`config.mk`:
```
export PLATFORM = sky130hd
export DESIGN_NAME = mfp_reset_button
export DESIGN_NICKNAME = d
export VERILOG_FILES = /design/src/rtl/mfp_reset_button.sv
export SDC_FILE = /design/constraint.sdc
export NUM_CORES = 1
export LEC_CHECK = 0
export ABC_CLOCK_PERIOD_IN_PS = 1500
export BUFFER_PORTS_ARGS = -buffer_cell sky130_fd_sc_hd__buf_2
export CORE_UTILIZATION = 40
export CTS_BUF_LIST = sky130_fd_sc_hd__clkbuf_2
export DETAILED_ROUTE_END_ITERATION = 10
export PLACE_DENSITY = 0.69
export SYNTH_ARGS = -nofsm -noshare
export SYNTH_HDL_FRONTEND = slang
export SYNTH_SLANG_ARGS = --single-unit
```
`constraint.sdc`:
```
create_clock -name clk -period 1.5 [get_ports clk]
set_clock_uncertainty 0.2 [all_clocks]
set_input_delay 0.075 -clock clk [delete_from_list [all_inputs] [get_ports clk]]
set_output_delay 0.075 -clock clk [all_outputs]
set_load 0.02 [all_outputs]
```
`src/rtl/mfp_reset_button.sv`:
```
// rtl/mfp_reset_button.sv - pushbutton to soft/cold reset request generator
//
// Purpose: synchronises and debounces a raw pushbutton. A short press
// produces a PULSE_CYCLES-wide rst_soft pulse after release. A long press
// produces a PULSE_CYCLES-wide rst_cold pulse once the hold reaches LONG_CYCLES.
//
// Optional feature macro: MFP_RESET_BUTTON_LONG_PRESS_EN
//   defined   - long-press cold reset is enabled (hold counter, COLD_PULSE,
//               WAIT_RELEASE are present)
//   undefined - rst_cold is tied to 0 and every press ends in a soft pulse
//
// Ports:
//   clk        in   system clock, rising edge
//   resetn     in   asynchronous active-low reset
//   pin_button in   raw bouncing pushbutton (polarity per BUTTON_ACTIVE_LOW)
//   rst_soft   out  registered soft-reset request, active high
//   rst_cold   out  registered cold-reset request, active high
//   pressed    out  registered debounced button level, 1 = pressed
module mfp_reset_button #(
    parameter int DEBOUNCE_CYCLES   = 50000,
    parameter int LONG_CYCLES       = 100000000,
    parameter int PULSE_CYCLES      = 16,
    parameter int BUTTON_ACTIVE_LOW = 1
) (
    input  logic clk,
    input  logic resetn,
    input  logic pin_button,
    output logic rst_soft,
    output logic rst_cold,
    output logic pressed
);

    localparam int DB_W    = $clog2(DEBOUNCE_CYCLES + 1);
    localparam int PULSE_W = $clog2(PULSE_CYCLES + 1);
    // Pin level seen while the button is not pressed.
    localparam logic PIN_RELEASED = (BUTTON_ACTIVE_LOW != 0) ? 1'b1 : 1'b0;

    typedef enum logic [2:0] {
        ST_IDLE,
        ST_HELD,
        ST_SOFT_PULSE
`ifdef MFP_RESET_BUTTON_LONG_PRESS_EN
        ,
        ST_COLD_PULSE,
        ST_WAIT_RELEASE
`endif
    } state_t;

    // Synchroniser
    logic sync1_q, sync1_d;
    logic sync2_q, sync2_d;

    // Debouncer
    logic            btn_level;
    logic [DB_W-1:0] db_cnt_q, db_cnt_d;
    logic            pressed_q, pressed_d;

    // FSM
    state_t               state_q, state_d;
    logic [PULSE_W-1:0]   pulse_cnt_q, pulse_cnt_d;
    logic                 rst_soft_q, rst_soft_d;

`ifdef MFP_RESET_BUTTON_LONG_PRESS_EN
    localparam int HOLD_W = $clog2(LONG_CYCLES + 1);
    logic [HOLD_W-1:0]    hold_cnt_q, hold_cnt_d;
    logic                 rst_cold_q, rst_cold_d;
`endif

    always_comb begin
        sync1_d = pin_button;
        sync2_d = sync1_q;
    end

    // The count only advances while the synchronised level disagrees with the
    // accepted level; any agreeing cycle (a bounce) restarts it from zero.
    always_comb begin
        btn_level = sync2_q ^ PIN_RELEASED;
        db_cnt_d  = '0;
        pressed_d = pressed_q;
        if (btn_level != pressed_q) begin
            if (db_cnt_q == DB_W'(DEBOUNCE_CYCLES - 1)) begin
                pressed_d = ~pressed_q;
            end else begin
                db_cnt_d = db_cnt_q + DB_W'(1);
            end
        end
    end

    always_comb begin
        state_d     = state_q;
        pulse_cnt_d = pulse_cnt_q;
`ifdef MFP_RESET_BUTTON_LONG_PRESS_EN
        hold_cnt_d  = hold_cnt_q;
`endif
        case (state_q)
            ST_IDLE: begin
                pulse_cnt_d = '0;
                if (pressed_q) begin
                    state_d = ST_HELD;
`ifdef MFP_RESET_BUTTON_LONG_PRESS_EN
                    hold_cnt_d = '0;
`endif
                end
            end
            ST_HELD: begin
                pulse_cnt_d = '0;
`ifdef MFP_RESET_BUTTON_LONG_PRESS_EN
                // Long-hold test comes first so a release landing on the final
                // hold cycle is still treated as a long press.
                if (hold_cnt_q == HOLD_W'(LONG_CYCLES - 1)) begin
                    state_d = ST_COLD_PULSE;
                end else if (!pressed_q) begin
                    state_d = ST_SOFT_PULSE;
                end else if (hold_cnt_q != HOLD_W'(LONG_CYCLES)) begin
                    hold_cnt_d = hold_cnt_q + HOLD_W'(1);
                end
`else
                if (!pressed_q) begin
                    state_d = ST_SOFT_PULSE;
                end
`endif
            end
            ST_SOFT_PULSE: begin
                if (pulse_cnt_q == PULSE_W'(PULSE_CYCLES - 1)) begin
                    state_d     = ST_IDLE;
                    pulse_cnt_d = '0;
                end else begin
                    pulse_cnt_d = pulse_cnt_q + PULSE_W'(1);
                end
            end
`ifdef MFP_RESET_BUTTON_LONG_PRESS_EN
            ST_COLD_PULSE: begin
                // Button is deliberately ignored until the pulse completes.
                if (pulse_cnt_q == PULSE_W'(PULSE_CYCLES - 1)) begin
                    state_d     = ST_WAIT_RELEASE;
                    pulse_cnt_d = '0;
                end else begin
                    pulse_cnt_d = pulse_cnt_q + PULSE_W'(1);
                end
            end
            ST_WAIT_RELEASE: begin
                // Release of a long press returns silently, no soft pulse.
                if (!pressed_q) begin
                    state_d = ST_IDLE;
                end
            end
`endif
            default: begin
                state_d     = ST_IDLE;
                pulse_cnt_d = '0;
            end
        endcase
    end

    // Outputs decode the next state so they rise on the same edge the FSM
    // enters the pulse state.
    always_comb begin
        rst_soft_d = (state_d == ST_SOFT_PULSE);
`ifdef MFP_RESET_BUTTON_LONG_PRESS_EN
        rst_cold_d = (state_d == ST_COLD_PULSE);
`endif
    end

    always_ff @(posedge clk or negedge resetn) begin
        if (!resetn) begin
            sync1_q     <= PIN_RELEASED;
            sync2_q     <= PIN_RELEASED;
            db_cnt_q    <= '0;
            pressed_q   <= 1'b0;
            state_q     <= ST_IDLE;
            pulse_cnt_q <= '0;
            rst_soft_q  <= 1'b0;
        end else begin
            sync1_q     <= sync1_d;
            sync2_q     <= sync2_d;
            db_cnt_q    <= db_cnt_d;
            pressed_q   <= pressed_d;
            state_q     <= state_d;
            pulse_cnt_q <= pulse_cnt_d;
            rst_soft_q  <= rst_soft_d;
        end
    end

`ifdef MFP_RESET_BUTTON_LONG_PRESS_EN
    always_ff @(posedge clk or negedge resetn) begin
        if (!resetn) begin
            hold_cnt_q <= '0;
            rst_cold_q <= 1'b0;
        end else begin
            hold_cnt_q <= hold_cnt_d;
            rst_cold_q <= rst_cold_d;
        end
    end

    assign rst_cold = rst_cold_q;
`else
    assign rst_cold = 1'b0;
`endif

    assign rst_soft = rst_soft_q;
    assign pressed  = pressed_q;

endmodule

```
==> results.txt <==
The run finished, with violations left. The final reports fail on hold timing, setup timing. The final HPWL from detailed placement is 1.48 mm, and the simple-gate area share of the yosys netlist is 25.8%. By area, the combinational part of the netlist is dominated by simple AND/OR/NAND/NOR gates. The cell taking the most area after synthesis was dfrtp_1.

STA classifies the critical path endpoint as a register. Counting instances in the post-synthesis netlist gives the leading cell types as dfrtp_1, nor2_1, xnor2_1, inv_1, nand3_1. The multi-input gate area in the final layout is 683 sq um, and the number of buffers created by CTS is 3. The final-layout worst hold slack is -15.2 ps, and the chip height is 58.7 microns.

By area the synthesized netlist is led by dfrtp_1, xnor2_1, nor2_1, dfstp_2, nand4_2. The clock sink count is 28, and the number of global-route vias before repair is 899. The number of hold violations in the final report was 14; the fraction of final layout cells with drive strength greater than 1 was 35.8%. For the max-cap violation count, the log shows 0. Setup repair after global routing could not meet its margin everywhere. Number of slew-limit violations in the final report: 0. Clock tree synthesis selected as its root buffer the cell clkbuf_2. Registers take 706 sq um. In this run the worst hold path is classified as in -> async.

In the routed design, unresolved DRC markers number 0. Setup violations remaining at the end of the flow were counted as 17. The most used flip-flop cell after synthesis is dfrtp_1. For this design the ratio of total power to cell area is 707 mW/mm^2. The first-pass detailed-route iteration total was 4; the cell area after synthesis was 0.00129 sq mm. The first global-routing pass estimated 3.91 mm of wire. The total overflow left after global routing is 0. The worst path uses 104% of the clock period.

Compared with the post-synthesis result, the final layout area differs by 26.3%. Classification of the worst setup path: reg -> reg. The number of different library cells used by synthesis comes to 30. After synthesis, the share of flip-flops with an asynchronous set or reset is 100%.

The area share of xor/xnor cells in the synthesized design was 10.9%; the fraction of synthesized area in multiplexers was 0%. The largest buffer count on any clock path came out at 2. TritonCTS built the clock tree.

Summing the areas of all fa, ha and maj instances in the mapped netlist gives 1.95% of the synthesized area. After layout, the minimum clock period comes to 1560 ps. The floorplan has 20 rows.

Clock-pin slew was measured on the worst setup and hold paths at 270 ps. After detailed placement, the total cell area comes to 0.00147 sq mm. The repair_antennas step left the layout with diodes totalling 0. In this run, synthesis produced a sequential element count of 28.

The sequential-to-total area share from yosys stat is 54.7%. Across all layers, the routed design uses 875 vias. In this run, synthesis inferred 0 flip-flops with an integrated enable.

For the highest achievable clock rate, the log shows 640 MHz. The floorplan die area is 0.00345 sq mm, and the ratio of routed vias to standard cells is 4.83. The mean instance size in the synthesized netlist is 11.3 sq um.

Highest net fanout along the worst path: 8. For this configuration, the core starts out at a cell density of 42.1%. The worst setup slack after layout was -62.1 ps. The insertion delay to the later sink of the worst-skew pair is 380 ps.

STA classifies the critical path startpoint as a register. The maximum number of pins on one net before global-route repair was 29; the number of top-level pins was 6. For this block, the initial DRC count from the detailed router was 42. The logs give 0.000324 V for the highest ir drop seen on vdd and 114 for the synthesized netlist cell count.

The run gives 2.35 mm as the final wirelength. The filler cells instantiated in the layout total 270. The tools report the final weighted congestion in routability-driven placement as 0.724. For the critical path data arrival time, the log shows 1650 ps.

Summed over all cells, the static leakage comes to 0.000732 uW. For the total number of nets in the final design, the log shows 143. The x dimension of the die came out at 58.7 microns. The area share of the largest cell type after synthesis was 50.6%.

The run gives 1590 ps as the data required time at the worst endpoint. The logs give 0 for the count of synthesis-stage warnings from yosys and 1 for the depth of the CTS H-tree. At the pin with the least slew margin, the transition time is 619 ps. The finished cells cover 0.00162 sq mm. The placeable core region was 0.00305 sq mm. The synthesized netlist devotes 3.21% of its cell area to compound gates. Most common cell in the netlist: dfrtp_1. The number of buffers inserted by port buffering is 4.

The worst pin sits at a relative slew slack of 58.7%. The initial antenna violation count was 0; the total routing resource utilization after global routing was 15.7%. The number of nets with antenna violations after routing is 0, and the per-cell routed wire length is 13.0 microns.
## cell type report
class                      count  area share [%]
clock buffer                   4            1.23
inverter                       6            1.39
multi-input combinational     80            42.1
sequential                    28            43.5
tap                           44            3.39
timing repair buffer          19            8.47
## critical path, cell delays in order (launching register included)
cell and delay, ps:
dfrtp_2 490, nor4bb_4 340, nand4b_4 220, nand2_8 160
nor2_1 50
## layout by cell type, fill, tap and decap left out, types with 3 or more instances in the layout
cell and count:
buf_2 4, buf_4 13, clkbuf_2 4, dfrtp_1 24
inv_1 6, nand2_1 3, nand3_1 5, nor2_1 17
nor2_2 5, nor3_2 3, xnor2_1 12, xor2_1 3
## kinds of logic (layout without fill, tap and decap cells)
logic type,count (synthesis),after routing
AND/OR/NAND/NOR,53,54
adder cells (fa/ha/maj),2,2
AO/OA/AOI/OAI,6,6
buffers and inverters,8,29
flip-flops,28,28
other,1,2
XOR/XNOR,16,16
## report_power, final
group	switching, uW	total [uW]	internal (uW)
logic	42.8	71.2	28.4
clock network	227	297	70.2
registers	10.3	780	770
## metrics by stage
| stage | utilization [%] | setup WS [ps] | power, uW | cells | setup TNS (ps) |
|---|---|---|---|---|---|
| after floorplan | - | -12.2 | 816 | 115 | -109 |
| after global placement | 48.2 | -54.3 | 838 | 172 | -523 |
| after detailed placement | 48.2 | -88.9 | 841 | 172 | -1010 |
| after CTS | 51.8 | -80.0 | 1160 | 181 | -933 |
| after global routing | 53.2 | -120 | 1200 | 181 | -1850 |
| final | 53.2 | -62.1 | 1150 | 181 | -718 |
## final timing paths
check	from	end	slack, ps	depth (start not counted)
worst min-delay path	resetn	db_cnt_q[7]	-20	2
max in group asynchronous	resetn	pressed	690	2
worst min register to register	sync1_q	sync2_q	170	0
worst max-delay path	db_cnt_q[5]	db_cnt_q[10]	-60	4
min in group clk	pin_button	sync1_q	120	2
worst max register to register	db_cnt_q[5]	db_cnt_q[10]	-60	4
## timing repair
action | 4_1_cts | 5_1_grt
gates cloned | 1 | 0
pin swaps | 8 | 6
gates resized for setup | 8 | 9
hold endpoints to repair | 29 | 0
setup endpoints to repair | 20 | 22
hold buffers | 2 | 0
buffers inserted | 2 | 0
## flip-flops by register name (all words and copies together) (netlist names)
name and cells:
pulse_cnt_q 5, sync1_q 1, pressed 1, db_cnt_q 16, state_q 3, rst_soft 1, sync2_q 1
## metal layers
layer	vias to the layer above	global-route usage (%)	routed length, microns
met1	428	19.1	1020
met2	11	26.3	1260
met3	4	1.98	34
met4	0	9.86	38
met5	-	0	0
li1	432	-	-
Power figures use the tool's default switching activity.
